===== src/rtl/hpdcache_fifo_serializer_if.sv =====
// ----------------------------------------------------------------------------
// hpdcache_fifo_serializer_if
// Bundles the FIFO drain side (rok/r/rdata/rlen) and the narrow beat side
// (valid/ready/beat/idx/last/busy) of the FIFO serializer.
//   slave  : used by the serializer (consumes FIFO entries, produces beats)
//   master : used by whatever sits around it (FIFO model + beat sink)
// Signal names keep the serializer-side _i/_o suffixes so waveforms line up
// with the serializer's own port list.
// ----------------------------------------------------------------------------
interface hpdcache_fifo_serializer_if #(
    parameter int unsigned BEAT_W = 64,
    parameter int unsigned NBEATS = 4,
    parameter int unsigned CNT_W  = (NBEATS > 1) ? $clog2(NBEATS) : 1
);
    logic                     rok_i;
    logic                     r_o;
    logic [NBEATS*BEAT_W-1:0] rdata_i;
    logic [CNT_W-1:0]         rlen_i;
    logic                     valid_o;
    logic                     ready_i;
    logic [BEAT_W-1:0]        beat_o;
    logic [CNT_W-1:0]         idx_o;
    logic                     last_o;
    logic                     busy_o;

    modport slave (
        input  rok_i, rdata_i, rlen_i, ready_i,
        output r_o, valid_o, beat_o, idx_o, last_o, busy_o
    );

    modport master (
        output rok_i, rdata_i, rlen_i, ready_i,
        input  r_o, valid_o, beat_o, idx_o, last_o, busy_o
    );
endinterface


===== src/rtl/hpdcache_fifo_serializer.sv =====
// ----------------------------------------------------------------------------
// hpdcache_fifo_serializer
// Drains one wide entry (NBEATS*BEAT_W bits) from a register FIFO and emits
// it as 1..NBEATS narrow beats on a valid/ready port. The beat count comes
// from the sideband length (beats minus one), clamped to NBEATS-1.
// Ports:
//   clk_i  : clock, all state on the rising edge
//   rst_i  : asynchronous active-high reset
//   io     : slave modport of hpdcache_fifo_serializer_if
//            rok_i/r_o/rdata_i/rlen_i  FIFO pop side
//            valid_o/ready_i           beat handshake
//            beat_o/idx_o/last_o       registered beat, its index, final flag
//            busy_o                    entry held (same as valid_o)
// ----------------------------------------------------------------------------
module hpdcache_fifo_serializer #(
    parameter int unsigned BEAT_W = 64,
    parameter int unsigned NBEATS = 4,
    parameter int unsigned CNT_W  = (NBEATS > 1) ? $clog2(NBEATS) : 1
) (
    input  logic                       clk_i,
    input  logic                       rst_i,
    hpdcache_fifo_serializer_if.slave  io
);
    localparam logic [CNT_W-1:0] LEN_MAX = CNT_W'(NBEATS - 1);

    typedef enum logic {IDLE, SEND} state_e;

    state_e                        state_q, state_d;
    logic [NBEATS-1:0][BEAT_W-1:0] entry_q, entry_d;
    logic [CNT_W-1:0]              len_q, len_d;
    logic [CNT_W-1:0]              idx_q, idx_d;
    logic [BEAT_W-1:0]             beat_q, beat_d;
    logic [CNT_W-1:0]              len_eff;
    logic [CNT_W-1:0]              idx_inc;
    logic                          last;
    logic                          accept;
    logic                          pop;

    // Out-of-range lengths are clamped so the beat select can never run off
    // the end of the entry.
    assign len_eff = (io.rlen_i > LEN_MAX) ? LEN_MAX : io.rlen_i;
    assign idx_inc = idx_q + CNT_W'(1);

    // len_q only holds the clamped length, so idx_q never passes it.
    assign last   = (state_q == SEND) && (idx_q == len_q);
    assign accept = (state_q == SEND) && io.ready_i;

    // Pop while empty, or on the last beat's handshake so entries chain
    // without a bubble. ready_i is only looked at while an entry is held.
    assign pop = ~rst_i & io.rok_i & ((state_q == IDLE) | (accept & last));

    always_comb begin
        state_d = state_q;
        entry_d = entry_q;
        len_d   = len_q;
        idx_d   = idx_q;
        beat_d  = beat_q;

        unique case (state_q)
            IDLE: ;
            SEND: begin
                if (accept && !last) begin
                    idx_d  = idx_inc;
                    beat_d = entry_q[idx_inc];
                end else if (accept && last) begin
                    state_d = IDLE;
                    idx_d   = '0;
                end
            end
            default: state_d = IDLE;
        endcase

        // A pop overrides the above: load the new entry and present beat 0.
        if (pop) begin
            state_d = SEND;
            entry_d = io.rdata_i;
            len_d   = len_eff;
            idx_d   = '0;
            beat_d  = io.rdata_i[BEAT_W-1:0];
        end
    end

    always_ff @(posedge clk_i or posedge rst_i) begin
        if (rst_i) begin
            state_q <= IDLE;
            entry_q <= '0;
            len_q   <= '0;
            idx_q   <= '0;
            beat_q  <= '0;
        end else begin
            state_q <= state_d;
            entry_q <= entry_d;
            len_q   <= len_d;
            idx_q   <= idx_d;
            beat_q  <= beat_d;
        end
    end

    assign io.r_o     = pop;
    assign io.valid_o = (state_q == SEND);
    assign io.busy_o  = (state_q == SEND);
    assign io.beat_o  = beat_q;
    assign io.idx_o   = idx_q;
    assign io.last_o  = last;

`ifndef SYNTHESIS
    a_pop_needs_rok : assert property (@(posedge clk_i) disable iff (rst_i)
        io.r_o |-> io.rok_i);

    a_hold_stable : assert property (@(posedge clk_i) disable iff (rst_i)
        (io.valid_o && !io.ready_i) |=>
        (io.valid_o && $stable(io.beat_o) && $stable(io.idx_o) && $stable(io.last_o)));
`endif

endmodule


===== src/flat_wrapper.sv =====
// flat-port wrapper written by rule: the top's interface ports become plain ports
module hpdcache_fifo_serializer_flat 
#(
    parameter int unsigned BEAT_W = 64,
    parameter int unsigned NBEATS = 4,
    parameter int unsigned CNT_W  = (NBEATS > 1) ? $clog2(NBEATS) : 1
)
  (clk_i, rst_i, io_rok_i, io_rdata_i, io_rlen_i, io_ready_i, io_r_o, io_valid_o, io_beat_o, io_idx_o, io_last_o, io_busy_o);
  hpdcache_fifo_serializer_if #(.BEAT_W(BEAT_W), .NBEATS(NBEATS), .CNT_W(CNT_W)) io_i ();
  input  logic clk_i;
  input  logic rst_i;
  input wire logic [$bits(io_i.rok_i)-1:0] io_rok_i;
  input wire logic [$bits(io_i.rdata_i)-1:0] io_rdata_i;
  input wire logic [$bits(io_i.rlen_i)-1:0] io_rlen_i;
  input wire logic [$bits(io_i.ready_i)-1:0] io_ready_i;
  output wire logic [$bits(io_i.r_o)-1:0] io_r_o;
  output wire logic [$bits(io_i.valid_o)-1:0] io_valid_o;
  output wire logic [$bits(io_i.beat_o)-1:0] io_beat_o;
  output wire logic [$bits(io_i.idx_o)-1:0] io_idx_o;
  output wire logic [$bits(io_i.last_o)-1:0] io_last_o;
  output wire logic [$bits(io_i.busy_o)-1:0] io_busy_o;
  assign io_i.rok_i = io_rok_i;
  assign io_i.rdata_i = io_rdata_i;
  assign io_i.rlen_i = io_rlen_i;
  assign io_i.ready_i = io_ready_i;
  assign io_r_o = io_i.r_o;
  assign io_valid_o = io_i.valid_o;
  assign io_beat_o = io_i.beat_o;
  assign io_idx_o = io_i.idx_o;
  assign io_last_o = io_i.last_o;
  assign io_busy_o = io_i.busy_o;
  hpdcache_fifo_serializer #(.BEAT_W(BEAT_W), .NBEATS(NBEATS), .CNT_W(CNT_W)) u_core (.clk_i(clk_i), .rst_i(rst_i), .io(io_i));
endmodule

===== config.mk =====
export PLATFORM = sky130hd
export DESIGN_NAME = hpdcache_fifo_serializer_flat
export DESIGN_NICKNAME = d
export VERILOG_FILES = /design/src/rtl/hpdcache_fifo_serializer_if.sv /design/src/rtl/hpdcache_fifo_serializer.sv /design/src/flat_wrapper.sv
export SDC_FILE = /design/constraint.sdc
export NUM_CORES = 1
export LEC_CHECK = 0
export ABC_CLOCK_PERIOD_IN_PS = 22700
export BUFFER_PORTS_ARGS = -buffer_cell sky130_fd_sc_hd__buf_2
export CAP_MARGIN = 0
export CORE_MARGIN = 10
export CORE_UTILIZATION = 40
export CTS_CLUSTER_DIAMETER = 120
export DETAILED_ROUTE_END_ITERATION = 7
export GPL_TIMING_DRIVEN = 0
export HOLD_SLACK_MARGIN = 0.05
export SLEW_MARGIN = 20
export SYNTH_ARGS = -nofsm -noshare
export SYNTH_HDL_FRONTEND = slang
export SYNTH_SLANG_ARGS = --single-unit

===== constraint.sdc =====
create_clock -name clk_i -period 22.7 [get_ports clk_i]
set_clock_uncertainty 0.1 [all_clocks]
set_input_delay 4.54 -clock clk_i [delete_from_list [all_inputs] [get_ports clk_i]]
set_output_delay 4.54 -clock clk_i [all_outputs]
set_load 0.03 [all_outputs]

==> results.json, run 1 <==
{
  "outcome": "finished clean",
  "cts_root_buffer": "clkbuf_16",
  "post_cts_resize_count": 0,
  "worst_setup_path_end_kind": "primary output",
  "synthCells": 851,
  "p_per_area_nw_per_um2": 149,
  "wl_per_cell_um": 23.2,
  "post-route-period-util_pct": 47.7,
  "path_class": "primary input to primary output",
  "drc": 0,
  "rr_worst_depth": 6,
  "worstPathArrival_ns": 6.19,
  "grt_start_max_net_pins": 101,
  "dp_hpwl_um": 28900,
  "cp-endpoint": "io_r_o",
  "maxCapViolations": 0,
  "syn2layout_area_growth_pct": 24.9,
  "cts_tree": "built",
  "pin_count": 332,
  "placedInstanceArea_um2": 16800,
  "overflow": 0,
  "die-area_um2": 44100,
  "rows": 69,
  "port_buffers": 331,
  "initial_core_util_pct": 40.6,
  "cts_setup_buffers": 0,
  "min_path_type": "flip-flop to flip-flop",
  "hold_buffers": 0,
  "rsz0062_at_grt": "false",
  "clk_path_buf_depth": 3,
  "die_y_um": 210,
  "r2r_slack_ns": 19.94,
  "synth_warnings": 0,
  "vias": 8798,
  "postSynthNetCount": 1113,
  "hold_viol_final": 0,
  "gp_congestion": 0.763,
  "core_um2": 35600,
  "syn_area_um2": 14400,
  "clkSinkCount": 325,
  "synth_seq_area_share_pct": 56.3,
  "r2r_end": "u_core.io.beat_o[27]",
  "fin_setup_tns_ns": 0,
  "vias_per_cell": 5.12,
  "layout_common_cells": "buf_2 (349), dfrtp_1 (325), mux2_2 (246), mux2_1 (140), mux4_2 (63)",
  "grt_usage_pct": 17.9,
  "fp.dieW_um": 210,
  "first_iter_violations": 310,
  "power.leakage_nw": 8.06,
  "fin_area_um2": 18000,
  "grt_first_pass_wirelength_um": 61500,
  "layout.nets": 1487,
  "antenna_found_initial": 19,
  "syn-mean-instance-area_um2": 17.0,
  "clk_pin_slew_ns": 0.05,
  "detail_route.first_pass.iterations": 4,
  "synth_cell_type_count": 24,
  "r2r_start": "u_core.io.idx_o[0]",
  "setup_viol": 0,
  "antenna_left": 0,
  "slew_headroom_pct": 47.1,
  "layout_commonest_cell": "buf_2",
  "clkLatencyLatePin_ns": 0.53,
  "drive_gt1_share_pct": 60.4,
  "peakVddDrop_uv": 87.0,
  "final-max-slew-violation-count": 0,
  "finalCriticalPeriod_ns": 10.83,
  "wirelength_um": 39900,
  "ys_ff_latch": 325,
  "cts_buffers": 38,
  "fmax_ghz": 0.0923,
  "h-tree-depth": 2,
  "grt_pass1_vias": 10200,
  "critPathLaunchType": "primary input",
  "startpoint": "rst_i",
  "worstMarginPinSlew_ns": 0.794,
  "worstPathRequired_ns": 18.06,
  "crit_fanout": 10
}
## Yosys cell counts
| library cell | number | area, um^2 |
|---|---|---|
| buf_4 | 28 | 210 |
| a21oi_1 | 1 | 5.00 |
| nand2_1 | 3 | 11.3 |
| nor2b_1 | 1 | 6.26 |
| mux2_1 | 140 | 1580 |
| nand2b_1 | 1 | 6.26 |
| buf_1 | 5 | 18.8 |
| buf_2 | 18 | 90.1 |
| nand3_1 | 1 | 5.00 |
| mux2_2 | 246 | 2770 |
| a22o_1 | 1 | 8.76 |
| clkbuf_1 | 2 | 7.51 |
| mux4_2 | 63 | 1420 |
| dfrtp_1 | 325 | 8130 |
| mux4_1 | 1 | 26.3 |
| a21oi_2 | 1 | 8.76 |
| inv_1 | 1 | 3.75 |
| and3_1 | 1 | 6.26 |
| buf_6 | 5 | 56.3 |
| o21ai_0 | 2 | 10.0 |
| buf_8 | 1 | 15.0 |
| a21o_1 | 1 | 7.51 |
| xnor2_2 | 2 | 32.5 |
| mux2i_1 | 1 | 10.0 |
## kinds of logic (layout without fill, tap and decap cells)
| group | Yosys count | in the layout | share of synthesized area [%] |
|---|---|---|---|
| AOI/OAI and AO/OA | 6 | 6 | 0.277 |
| xor gates and xnor gates | 2 | 2 | 0.225 |
| buffers and inverters | 60 | 460 | 2.78 |
| DFF | 325 | 325 | 56.3 |
| muxes | 451 | 451 | 40.2 |
| other | 0 | 8 | 0 |
| and+or+nand+nor | 7 | 7 | 0.243 |
## worst min-delay path by stage
stage,from,end,slack (ns),cells past startpoint
after detailed placement,u_core.entry_q[246],u_core.entry_q[246],0.37,1
final,u_core.entry_q[248],u_core.entry_q[248],0.38,1
after CTS,u_core.entry_q[246],u_core.entry_q[246],0.38,1
after global placement,u_core.entry_q[0],u_core.entry_q[0],0.36,1
after global routing,u_core.entry_q[36],u_core.entry_q[36],0.39,1
after floorplan,u_core.entry_q[238],u_core.entry_q[238],0.35,1
## worst max-delay path, stage by stage
cell	delay (ns)
buf_2	0.14
nand2b_1	0.21
a21oi_2	0.51
buf_4	0.33
buf_4	0.23
buf_2	0.23
## routing by layer
layer  GRT usage (%)  vias up  part of all wire, %
met5               0        -                 0.37
met4            4.27       22                  1.6
met3            6.53       67                  7.6
met2            29.3      231                   48
met1            22.3     4560                   43
li1                -     3918                    -
## layout make-up
cell class,instances,area (um^2)
Multi-Input combinational cell,466,5910
Timing Repair Buffer,334,1740
Antenna cell,8,20.0
Buffer,59,398
Inverter,1,11.3
Tap cell,461,577
Fill cell,3127,17500
Clock buffer,57,1120
Sequential cell,325,8130
Clock inverter,9,126
## registers in the layout, summed over array words and instances (netlist names)
| name | count |
|---|---|
| u_core.entry_q | 256 |
| u_core.io.beat_o | 64 |
| u_core.io.idx_o | 2 |
| u_core.len_q | 2 |
| u_core.io.busy_o | 1 |
## stage by stage
step	setup slack [ns]	hold slack [ns]	utilization [%]	std cells	total power [mW]
after floorplan	9.06	0.349	-	851	1.82
after global placement	4.94	0.363	46.9	1643	2.09
after detailed placement	11.78	0.371	47.1	1646	2.12
after CTS	11.78	0.383	50.7	1712	2.74
after global routing	11.71	0.392	50.7	1716	2.87
final	11.87	0.378	50.7	1720	2.70
## power breakdown
group / switching [mW] / leakage [nW] / internal, mW
combinational: 0.474 / 3.59 / 0.583
clock: 0.237 / 0.613 / 0.375
sequential: 0.146 / 3.86 / 0.881
Note: power is estimated with default switching activity, not from simulation.
==> run 2: changes to the inputs <==
Settings changed: ABC_AREA set to 1, ABC_CLOCK_PERIOD_IN_PS 22700 to 11400.
Clock period 22.7 ns to 11.4 ns, I/O delays scaled along.
==> run 2 against run 1 <==
Compared with the run above: via count is 60% higher; sequential share of layout area fell by 1.4 points; die area is 2.2% higher; utilization is 0.27 points higher; highest routed layer is now met4; hold slack worse by 0.0071 ns; register-to-register slack lost 11 ns; setup slack worse by 7.8 ns; critical path depth increased by 6; total power is 110% higher; synthesized cell count rose by 120%; largest power group unchanged; first-iteration DRC count grew to 3.1 times the previous value.
==> results.json, run 2 <==
{
  "outcome": "finished clean",
  "grt_pass1_vias": 14800,
  "min_path_type": "flip-flop to flip-flop",
  "vias": 14100,
  "synthAdderAreaFrac_pct": 0,
  "path_class": "primary input to primary output",
  "rr_worst_depth": 10,
  "final-seq-area_um2": 8130,
  "post-route-period-util_pct": 64.1,
  "clkLatencyLatePin_ns": 0.53,
  "crit_fanout": 32,
  "critPathLaunchType": "primary input",
  "worstPathCellList": "buf_2, clkinvlp_4, buf_12, buf_12, buf_12, nand2_1, inv_1, nand2_2, inv_2, buf_6, buf_4, buf_2",
  "rows": 70,
  "largest_reg_flops": 256,
  "yosysTopAreaCell": "dfrtp_1",
  "hold_path_depth": 2,
  "hold_viol_final": 0,
  "p_int_mw": 3.26,
  "p_switching_mw": 2.36,
  "regMostFlops": "u_core.entry_q",
  "power.leakage_nw": 10.4,
  "synth-xor-area-share_pct": 0,
  "synthSimpleGateAreaFrac_pct": 30.9,
  "async_reset_ff_share_pct": 100,
  "synth_cell_type_count": 19,
  "p_per_area_nw_per_um2": 302,
  "worstPathRequired_ns": 9.02,
  "port_buffers": 331,
  "drive_gt1_share_pct": 21.6,
  "gp_congestion": 0.857,
  "fp.dieW_um": 212,
  "clk_path_buf_depth": 3,
  "critPathBufInv": 10,
  "p_comb_share_pct": 41.7,
  "dp_cells": 2706,
  "grt_usage_pct": 23.2,
  "hold_buffers": 0,
  "layout.nets": 2540,
  "pwr-share-clk_pct": 23.2,
  "die-area_um2": 45100,
  "clk_pin_slew_ns": 0.05,
  "pin_count": 332,
  "synth_seq_area_share_pct": 55.0,
  "placedInstanceArea_um2": 17300,
  "wl_per_cell_um": 18.9,
  "slowest_delay_ns": 0.38,
  "cts_buffers": 38,
  "overflow": 0,
  "synth_most_common_cell": "nand2_1",
  "slew_headroom_pct": 36.9,
  "finalCriticalPeriod_ns": 7.31,
  "final-max-slew-violation-count": 0,
  "worstMarginPinSlew_ns": 0.946,
  "syn2layout_area_growth_pct": 25.8,
  "fmax_ghz": 0.137,
  "cts_root_buffer": "clkbuf_16",
  "postSynthNetCount": 2158,
  "wirelength_um": 52400,
  "layout_commonest_cell": "nand2_1",
  "core_um2": 36500,
  "antenna_found_initial": 4,
  "multi_input_area_um2": 5730,
  "clkSinkCount": 325,
  "synth-main-ff-cell": "dfrtp_1",
  "fin_area_um2": 18600,
  "rsz0062_at_grt": "false",
  "h-tree-depth": 2,
  "syn-mean-instance-area_um2": 7.80,
  "drc": 0,
  "synth_top_family_by_area": "simple AND/OR/NAND/NOR gates",
  "path_depth": 12,
  "layout_common_cells": "nand2_1 (1029), buf_2 (392), dfrtp_1 (325), nand3_1 (128), o21ai_0 (128)",
  "pwr-share-seq_pct": 35.1,
  "setup_viol": 0,
  "worst_setup_path_end_kind": "primary output",
  "synth_warnings": 0,
  "post_cts_resize_count": 0,
  "initial_core_util_pct": 40.5,
  "cts_setup_buffers": 0,
  "grt_first_pass_wirelength_um": 81800,
  "swShare_pct": 42.0,
  "path_delay_family": "buffers and inverters",
  "synth_edf_count": 0,
  "synth-compound-area-share_pct": 7.75,
  "r2r_slack_ns": 8.51,
  "first_iter_violations": 960,
  "cts_tree": "built",
  "maxCapViolations": 0,
  "dp_hpwl_um": 38800,
  "ys_ff_latch": 325,
  "synth_mux_area_share_pct": 0.0676,
  "slowest_stage": "clkinvlp_4",
  "vias_per_cell": 5.06,
  "die_y_um": 212,
  "synth_top_cells_by_count": "nand2_1 (1029), dfrtp_1 (325), nand3_1 (128), o21ai_0 (128), inv_1 (76)",
  "peakVddDrop_uv": 125,
  "synthCells": 1896,
  "worstPathArrival_ns": 4.93,
  "syn_area_um2": 14800,
  "yosys.area.top_type_share_pct": 55.0,
  "detail_route.first_pass.iterations": 6,
  "grt_start_max_net_pins": 34,
  "synth.area.top_cells": "dfrtp_1 (55%), nand2_1 (26%), nand3_1 (4.3%), o21ai_0 (4.3%), a22oi_1 (3.1%)",
  "crit_top_cell": "buf_12",
  "fillers": 3630,
  "antenna_left": 0,
  "fin_cells": 2780
}
==> run 2: cell count changes after synthesis, sizes merged, moves of 4 or more <==
cell	change
nand2	+1028
mux2	-386
o21ai	+129
nand3	+127
inv	+78
mux4	-64
a22oi	+62
buf	+35
clkbuf	+29
nor2	+10
o22ai	+4
==> run 2: worst paths after layout <==
kind	start	to
min	u_core.entry_q[39]	u_core.entry_q[39]
max in group asynchronous	rst_i	u_core.entry_q[118]
max	rst_i	io_r_o
max reg2reg	u_core.io.idx_o[0]	u_core.io.beat_o[29]
min reg2reg	u_core.entry_q[39]	u_core.entry_q[39]
min in group asynchronous	rst_i	u_core.entry_q[216]
==> run 2: logic make-up (layout without fill, tap and decap cells) <==
logic type | after synthesis | count (layout)
multiplexers | 1 | 1
AND/OR/NAND/NOR | 1171 | 1171
buffers and inverters | 202 | 614
other | 0 | 4
flip-flops | 325 | 325
AO/OA/AOI/OAI | 197 | 197
==> run 2: stage by stage <==
step,util [%],power (mW),hold WS (ns),setup WS (ns),setup TNS (ns)
floorplan,-,3.55,0.342,1.08,0
global placement,46.7,4.27,0.354,-2.31,-63.34
detailed placement,47.3,4.32,0.359,4.03,0
CTS,51.0,5.65,0.373,4.02,0
global route,51.0,6.07,0.389,3.86,0
finish,51.0,5.62,0.371,4.09,0
==> run 2: layout make-up <==
class / instances / area share [%]
well taps: 468 / 3.14
repair buffers: 342 / 10.1
clock buffers: 60 / 6.43
multi-input cells: 1369 / 30.8
diodes: 4 / 0.0538
clock inverters: 10 / 0.806
inverters: 79 / 1.61
flip-flops and latches: 325 / 43.7
plain buffers: 123 / 3.41
==> run 2: power by group through the flow <==
stage | logic (mW) | registers [mW] | clock network, mW
2_1_floorplan | 1.45 | 2.09 | 0
3_3_place_gp | 2.30 | 1.97 | 0
3_5_place_dp | 2.35 | 1.98 | 0
4_1_cts | 2.36 | 1.97 | 1.32
5_1_grt | 2.68 | 2.03 | 1.37
6_report | 2.34 | 1.97 | 1.31
==> run 2: worst min-delay path, delay by kind of cell, from the launching register on <==
kind             cells  cell delay (ns)
DFF                  1             0.34
and+or+nand+nor      2             0.11
==> run 2: metal layers <==
layer / part of all wire (%) / track usage, %
met4: 3.0 / 7.66
met2: 46 / 36.9
met5: 0 / 0
met1: 44 / 30.8
met3: 7.5 / 5.07
